==> src/rtl/uart_receiver.sv <==
// 8N1 UART receive deframer: synchronises rx, oversamples each bit and pushes good bytes
// into an RX FIFO write port, with sticky framing-error and overrun flags.
module uart_receiver #(
   parameter int CLK_HZ     = 50_000_000,
   parameter int BAUD       = 115200,
   parameter int OVERSAMPLE = 16
) (
   input  logic       i_clk,
   input  logic       i_rst,
   input  logic       rx,
   input  logic       fifo_full,
   output logic [7:0] fifo_data,
   output logic       fifo_write_en,
   input  logic       i_clr_err,
   output logic       o_frame_err,
   output logic       o_overrun,
   output logic       o_busy
);

   localparam int DIV = CLK_HZ / (BAUD * OVERSAMPLE);
   localparam int DW  = (DIV > 1) ? $clog2(DIV) : 1;
   localparam int SW  = $clog2(OVERSAMPLE);
   localparam logic [DW-1:0] DIV_LAST = DW'(DIV - 1);
   localparam logic [SW-1:0] SC_MID   = SW'(OVERSAMPLE / 2 - 1);
   localparam logic [SW-1:0] SC_LAST  = SW'(OVERSAMPLE - 1);

   typedef enum logic [2:0] {
      IDLE  = 3'd0,
      START = 3'd1,
      DATA  = 3'd2,
      STOP  = 3'd3,
      DONE  = 3'd4,
      BREAK = 3'd5
   } state_t;

   state_t          state_q;
   logic            rx_meta_q;
   logic            rx_s_q;
   logic [DW-1:0]   div_q;
   logic [DW-1:0]   div_d;
   logic            tick_s;
   logic [SW-1:0]   sc_q;
   logic [2:0]      bc_q;
   logic [7:0]      shift_q;
   logic [7:0]      fifo_data_q;
   logic            fifo_write_en_q;
   logic            frame_err_q;
   logic            overrun_q;
   logic            busy_q;

   assign fifo_data     = fifo_data_q;
   assign fifo_write_en = fifo_write_en_q;
   assign o_frame_err   = frame_err_q;
   assign o_overrun     = overrun_q;
   assign o_busy        = busy_q;

   // Two-flop synchroniser; resets to the idle-high line level so release never looks like a start bit.
   always_ff @(posedge i_clk or negedge i_rst) begin
      if (!i_rst) begin
         rx_meta_q <= 1'b1;
         rx_s_q    <= 1'b1;
      end else begin
         rx_meta_q <= rx;
         rx_s_q    <= rx_meta_q;
      end
   end

   assign tick_s = (div_q == DIV_LAST);

   // Oversample tick divider, parked at zero while idle so the first tick lands DIV clocks after the start edge.
   always_comb begin
      div_d = div_q;
      if (state_q == IDLE) begin
         div_d = '0;
      end else if (tick_s) begin
         div_d = '0;
      end else begin
         div_d = div_q + DW'(1);
      end
   end

   // Deframing FSM with registered FIFO strobe, data and sticky flags; a set event beats a same-cycle clear.
   always_ff @(posedge i_clk or negedge i_rst) begin
      if (!i_rst) begin
         state_q         <= IDLE;
         div_q           <= '0;
         sc_q            <= '0;
         bc_q            <= 3'd0;
         shift_q         <= 8'h00;
         fifo_data_q     <= 8'h00;
         fifo_write_en_q <= 1'b0;
         frame_err_q     <= 1'b0;
         overrun_q       <= 1'b0;
         busy_q          <= 1'b0;
      end else begin
         div_q           <= div_d;
         fifo_write_en_q <= 1'b0;
         if (i_clr_err) begin
            frame_err_q <= 1'b0;
            overrun_q   <= 1'b0;
         end
         case (state_q)
            IDLE: begin
               if (!rx_s_q) begin
                  sc_q    <= '0;
                  bc_q    <= 3'd0;
                  state_q <= START;
                  busy_q  <= 1'b1;
               end
            end
            START: begin
               if (tick_s) begin
                  if (sc_q == SC_MID) begin
                     sc_q <= '0;
                     bc_q <= 3'd0;
                     if (rx_s_q) begin
                        state_q <= IDLE;
                        busy_q  <= 1'b0;
                     end else begin
                        state_q <= DATA;
                     end
                  end else begin
                     sc_q <= sc_q + SW'(1);
                  end
               end
            end
            DATA: begin
               if (tick_s) begin
                  if (sc_q == SC_LAST) begin
                     sc_q          <= '0;
                     shift_q[bc_q] <= rx_s_q;
                     if (bc_q == 3'd7) begin
                        state_q <= STOP;
                     end else begin
                        bc_q <= bc_q + 3'd1;
                     end
                  end else begin
                     sc_q <= sc_q + SW'(1);
                  end
               end
            end
            STOP: begin
               if (tick_s) begin
                  if (sc_q == SC_LAST) begin
                     sc_q <= '0;
                     if (rx_s_q) begin
                        state_q <= DONE;
                     end else begin
                        frame_err_q <= 1'b1;
                        state_q     <= BREAK;
                     end
                  end else begin
                     sc_q <= sc_q + SW'(1);
                  end
               end
            end
            DONE: begin
               state_q <= IDLE;
               busy_q  <= 1'b0;
               if (!fifo_full) begin
                  fifo_write_en_q <= 1'b1;
                  fifo_data_q     <= shift_q;
               end else begin
                  overrun_q <= 1'b1;
               end
            end
            BREAK: begin
               if (rx_s_q) begin
                  state_q <= IDLE;
                  busy_q  <= 1'b0;
               end
            end
            default: begin
               state_q <= IDLE;
               busy_q  <= 1'b0;
            end
         endcase
      end
   end

endmodule

==> config.mk <==
export PLATFORM = sky130hd
export DESIGN_NAME = uart_receiver
export DESIGN_NICKNAME = d
export VERILOG_FILES = /design/src/rtl/uart_receiver.sv
export SDC_FILE = /design/constraint.sdc
export NUM_CORES = 1
export LEC_CHECK = 0
export BUFFER_PORTS_ARGS = -buffer_cell sky130_fd_sc_hd__buf_4
export CAP_MARGIN = 20
export CORE_ASPECT_RATIO = 0.5
export CORE_MARGIN = 8
export CORE_UTILIZATION = 62
export DETAILED_ROUTE_END_ITERATION = 16
export HOLD_SLACK_MARGIN = 0.1
export PLACE_DENSITY = 0.83
export RECOVER_POWER = 25
export SYNTH_ARGS = -nofsm -noshare
export SYNTH_HDL_FRONTEND = slang
export SYNTH_SLANG_ARGS = --single-unit
==> constraint.sdc <==
create_clock -name i_clk -period 3.3 [get_ports i_clk]
set_input_delay 0.33 -clock i_clk [delete_from_list [all_inputs] [get_ports i_clk]]
set_output_delay 0.33 -clock i_clk [all_outputs]
set_load 0.005 [all_outputs]
# --- Word-level counts from Yosys, hierarchy flattened ---
# Cells that the tools add are included.
# Widths: inputs -> output; s select.
op_classes:
  add_sub_neg: 3
  magnitude_cmp: 2
  n_reduce_logical: 11
  muxes: 45
  n_eq_ne: 20
  bitwise: 2
op_table:
  columns: ["operator", "count"]
  rows:
  - ["$mux 3", 15]
  - ["$mux 4", 5]
  - ["$ne 2x2->1 const B", 10]
  - ["$mux 1", 16]
  - ["$pmux 3 s5", 1]
  - ["$pmux 4 s3", 1]
  - ["$mux 5", 2]
  - ["$eq 3x3->1 const B", 3]
  - ["$pmux 3 s3", 1]
  - ["$reduce_and 9->1", 1]
  - ["$bwmux 8", 1]
  - ["$reduce_and 4->1", 2]
  - ["$reduce_and 7->1", 1]
  - ["$eq 3x2->1 const B", 2]
  - ["$reduce_bool 3->1", 2]
  - ["$add 5x1->5 const B", 1]
  - ["$eq 5x5->1 const B", 1]
  - ["$add 4x1->4 const B", 1]
  - ["$eq 4x3->1 const B", 1]
  - ["$eq 4x4->1 const B", 1]
  - ["$lt 3x4->1 const B", 1]
  - ["$pmux 1 s4", 1]
  - ["$add 3x1->3 const B", 1]
  - ["$demux 1 s3", 1]
  - ["other kinds (10)", 11]
totals:
  in_bits: 5
  wordCells: 95
  ff_bits: 37

# --- Depth between registers and ports, before layout ---
depth:
  word_depth: 5
  mapped_depth: 6

# --- Worst setup path before layout ---
# Ideal clock, no wire load.
synth_timing:
  path_type: "reg-to-reg"
  start: "register div_q[0]"
  end: "register bc_q[0]"
  slack_ns: 1.678
  path_buffers: 0
  t_arrival_ns: 1.484
  period_less_slack_ns: 1.622
  required_time_ns: 3.162
  stages_incl_launch_ff: 7
  path_cell_list: "dfrtp_1 -> inv_1 -> ha_1 -> nand4b_4 -> o41ai_1 -> o311ai_2 -> mux2i_1"
synth_via:
  elab_chain_cells: 3
synth_lines:
  columns: ["item", "line_no", "rtl"]
  rows:
  - ["start, declared", "39", "logic [DW-1:0] div_q;"]
  - ["start signal, assigned", "96", "div_q <= div_d;"]
  - ["$eq 5x5->1 (*)", "68", "assign tick_s = (div_q == DIV_LAST);"]
  - ["$ne 2x2->1 (no source line)", null, null]
  - ["$reduce_and 7->1 (no source line) (*)", null, null]
  - ["end signal, assigned", "135", "bc_q <= bc_q + 3'd1;"]
  - ["end, declared", "43", "logic [2:0] bc_q;"]
# Mark *: on every way between the ends. The rest lies on a longest branch, timed or not.
# A chain may end at the register's enable or synchronous reset.

# --- Worst setup path in the final report ---
# Same ends and word-level chain as after synthesis.

==> flow_metrics.py <==
metrics = {
    "outcome": {
        "status": "finished, final reports clean",
    },
    "cts": {
        "root_buffer": "clkbuf_8",
        "cts_made_buffers": 5,
        "clk_pin_slew_worst_paths_ns": 0.06,
        "cts.sinks": 37,
        "clockBufferDepth": 2,
        "clock_latency_ns": 0.28,
        "tritoncts": "done",
        "cts_resized": 0,
        "ctsHtreeMaxLevel": 2,
    },
    "sta": {
        "rsz0062_at_grt": "no",
        "fmax_mhz": 518,
        "period_needed_ns": 1.93,
        "setup_viol": 0,
        "layout_worst_path_cycle_share_pct": 58.5,
        "slew-limit-headroom_pct": 58.0,
        "finalMaxSlewViolations": 0,
        "tightestPinTransition_ns": 0.625,
        "final.setup_skew_ns": 0.00783,
        "hold_viol": 0,
        "tns_ns": 0,
    },
    "power_and_ir_drop": {
        "p_sw_share_pct": 20.4,
        "p_leak_nw": 0.950,
        "p_sw_mw": 0.161,
        "power_frac_seq_pct": 57.9,
        "vdd_ir_drop_max_uv": 391,
        "p_clk_share_pct": 40.2,
        "totalPowerFinal_mw": 0.792,
        "p_per_area_nw_per_um2": 394,
        "p_int_mw": 0.630,
        "comb_power_share_pct": 1.9,
    },
    "die": {
        "rows": 13,
        "chipHeight_microns": 53.8,
        "start_util_pct": 66.7,
        "core-area_sq_um": 2650,
        "io_pins": 17,
        "die_w_microns": 91.5,
        "dieArea_sq_um": 4920,
    },
    "setup_path": {
        "critPathTopFamily": "compound AO/OA/AOI/OAI gates",
        "crit_buf_inv": 1,
        "endpoint_kind": "register",
        "worst-path-max-fanout": 8,
        "ff2ff_setup_slack_ns": 1.37,
        "cp_slowest_cell": "o41ai_1",
        "crit_chain": "inv_1 > ha_1 > nand4b_4 > o41ai_1 > o311ai_2 > mux2i_1",
        "cp.depth": 6,
        "critPathKind": "register to register",
        "r2r_cells": 6,
        "worstPathRequired_ns": 3.45,
        "critPathLaunchType": "register",
        "r2r_start": "div_q[0]",
        "cp.arrival_ns": 2.07,
        "slowest_delay_ns": 0.54,
        "worst_r2r_endpoint": "bc_q[0]",
    },
    "placement": {
        "globalplace.congestion": 0.846,
        "dp_hpwl_mm": 2.23,
        "numPortBuffers": 16,
        "dpl-instance-area_sq_um": 1910,
    },
    "global_routing": {
        "grt_max_degree": 38,
        "grt_pass1_vias": 1250,
        "overflow": 0,
        "antenna_found_initial": 0,
        "grt_usage_pct": 14.1,
        "grt_pass1_wl_mm": 5.61,
    },
    "job": {
        "drv_cap": 0,
    },
    "logic_synthesis": {
        "syn_nets": 168,
        "avgSynthCellArea_sq_um": 11.2,
        "synth_flop_cell": "dfrtp_1",
        "synth_seq_cells": 37,
        "syn_inst": 158,
        "yosys_warnings": 0,
        "synth_enable_flop_cells": 0,
        "synthesis.area_sq_um": 1770,
        "synth_cell_types": 36,
        "async_flop_share_pct": 100,
        "seq_area_frac_synth_pct": 52.5,
    },
    "finish": {
        "fill_cells": 189,
        "nets": 188,
        "insertedDiodeCount": 0,
        "fin_util_pct": 75.8,
        "area_growth_syn_to_layout_pct": 13.6,
        "drive_gt1_share_pct": 26.8,
        "final_area_sq_um": 2010,
    },
    "min_path": {
        "hold_depth": 1,
        "holdCritPathClass": "input port to register",
        "holdPathEnd": "rx_meta_q",
        "min-delay-start": "rx",
    },
    "drt": {
        "viasPerCell": 5.78,
        "drt-pass1-iter-count": 4,
        "ant_nets": 0,
        "drc": 0,
        "wl_per_cell_microns": 15.1,
        "drt_iter0_drc": 70,
        "vias": 1249,
        "wirelength_mm": 3.26,
    },
}
worst max-delay path by stage:
stage / from / endpoint / slack (ns)
floorplan: div_q[0] / bc_q[0] / 1.68
global placement: div_q[0] / bc_q[1] / 1.49
detailed placement: div_q[0] / bc_q[0] / 1.41
CTS: div_q[0] / bc_q[0] / 1.35
global route: div_q[0] / bc_q[0] / 1.27
finish: div_q[0] / bc_q[0] / 1.37
kinds of logic after synthesis:
kind of cell	share of synthesized area, %
flops	52.5
xor+xnor	2.48
simple gates	15.6
buf+inv	4.03
compound gates	10.0
fa+ha+maj	3.54
mux	11.9
synth_stat cells (2+ instances only):
| cell | n | area share, % |
|---|---|---|
| buf_4 | 4 | 1.7 |
| dfstp_2 | 2 | 3.0 |
| nand4_1 | 6 | 2.1 |
| o22ai_1 | 2 | 0.71 |
| mux2_2 | 16 | 10 |
| nor2_1 | 17 | 3.6 |
| inv_1 | 9 | 1.9 |
| mux2i_1 | 3 | 1.7 |
| o41ai_1 | 2 | 0.99 |
| o21ai_0 | 8 | 2.3 |
| dfrtp_1 | 35 | 50 |
| nand2b_1 | 2 | 0.71 |
| ha_1 | 5 | 3.5 |
| nor3_1 | 4 | 1.1 |
| nand2_1 | 11 | 2.3 |
| a21oi_1 | 3 | 0.85 |
| xor2_1 | 4 | 2.0 |
| nand3_1 | 7 | 2.0 |
power by group through the flow:
stage                     Sequential, mW  Combinational [mW]  Clock [mW]
after floorplan                    0.465             0.00261           0
after global placement             0.467              0.0145           0
after detailed placement           0.467              0.0147           0
after CTS                          0.458              0.0160       0.328
after global routing               0.458              0.0177       0.341
final                              0.458              0.0150       0.318
final cells by class:
type,count,area [sq um],area share (%)
clock buffer,8,90.1,4.48
inverter,10,37.5,1.87
timing repair buffer,18,138,6.85
sequential,37,928,46.2
tap,37,46.3,2.30
multi-input combinational,106,769,38.3
timing repair:
action	CTS	global route
hold buffers	1	0
endpoints found under the hold margin	35	0
buffers inserted	0	0
sequential cells by signal, summed over array words and instances (netlist names):
name / flops
bc_q: 3
div_q: 5
fifo_data: 8
fifo_write_en: 1
o_busy: 1
o_frame_err: 1
o_overrun: 1
rx_meta_q: 1
rx_s_q: 1
sc_q: 4
shift_q: 8
state_q: 3
placed cells by master, fill, tap and decap left out, types with 2 or more instances in the layout:
| master | synthesis | layout |
|---|---|---|
| dfrtp_1 | 35 | 35 |
| nor2_1 | 17 | 17 |
| mux2_2 | 16 | 16 |
| buf_4 | 4 | 16 |
| nand2_1 | 11 | 11 |
| inv_1 | 9 | 9 |
| o21ai_0 | 8 | 8 |
| nand3_1 | 7 | 7 |
| nand4_1 | 6 | 6 |
| clkbuf_8 | 0 | 6 |
| ha_1 | 5 | 5 |
| xor2_1 | 4 | 4 |
| nor3_1 | 4 | 4 |
| mux2i_1 | 3 | 3 |
| a21oi_1 | 3 | 3 |
| nand2b_1 | 2 | 2 |
| o22ai_1 | 2 | 2 |
| o41ai_1 | 2 | 2 |
| clkbuf_1 | 1 | 2 |
| dfstp_2 | 2 | 2 |
layer usage:
layer / global-route usage (%) / part of all wire, %
met1: 17.0 / 47
met2: 24.4 / 49
met3: 4.16 / 3.4
met4: 5.09 / 1.2
met5: 0 / 0
metrics by stage:
step	instances	worst slack [ns]	hold slack, ns
5_1_grt	216	1.27	0.149
4_1_cts	216	1.35	0.148
6_report	216	1.37	0.156
3_5_place_dp	207	1.41	0.314
2_1_floorplan	158	1.68	0.0344
3_3_place_gp	207	1.49	0.309
Note: power is estimated with default switching activity, not from simulation.
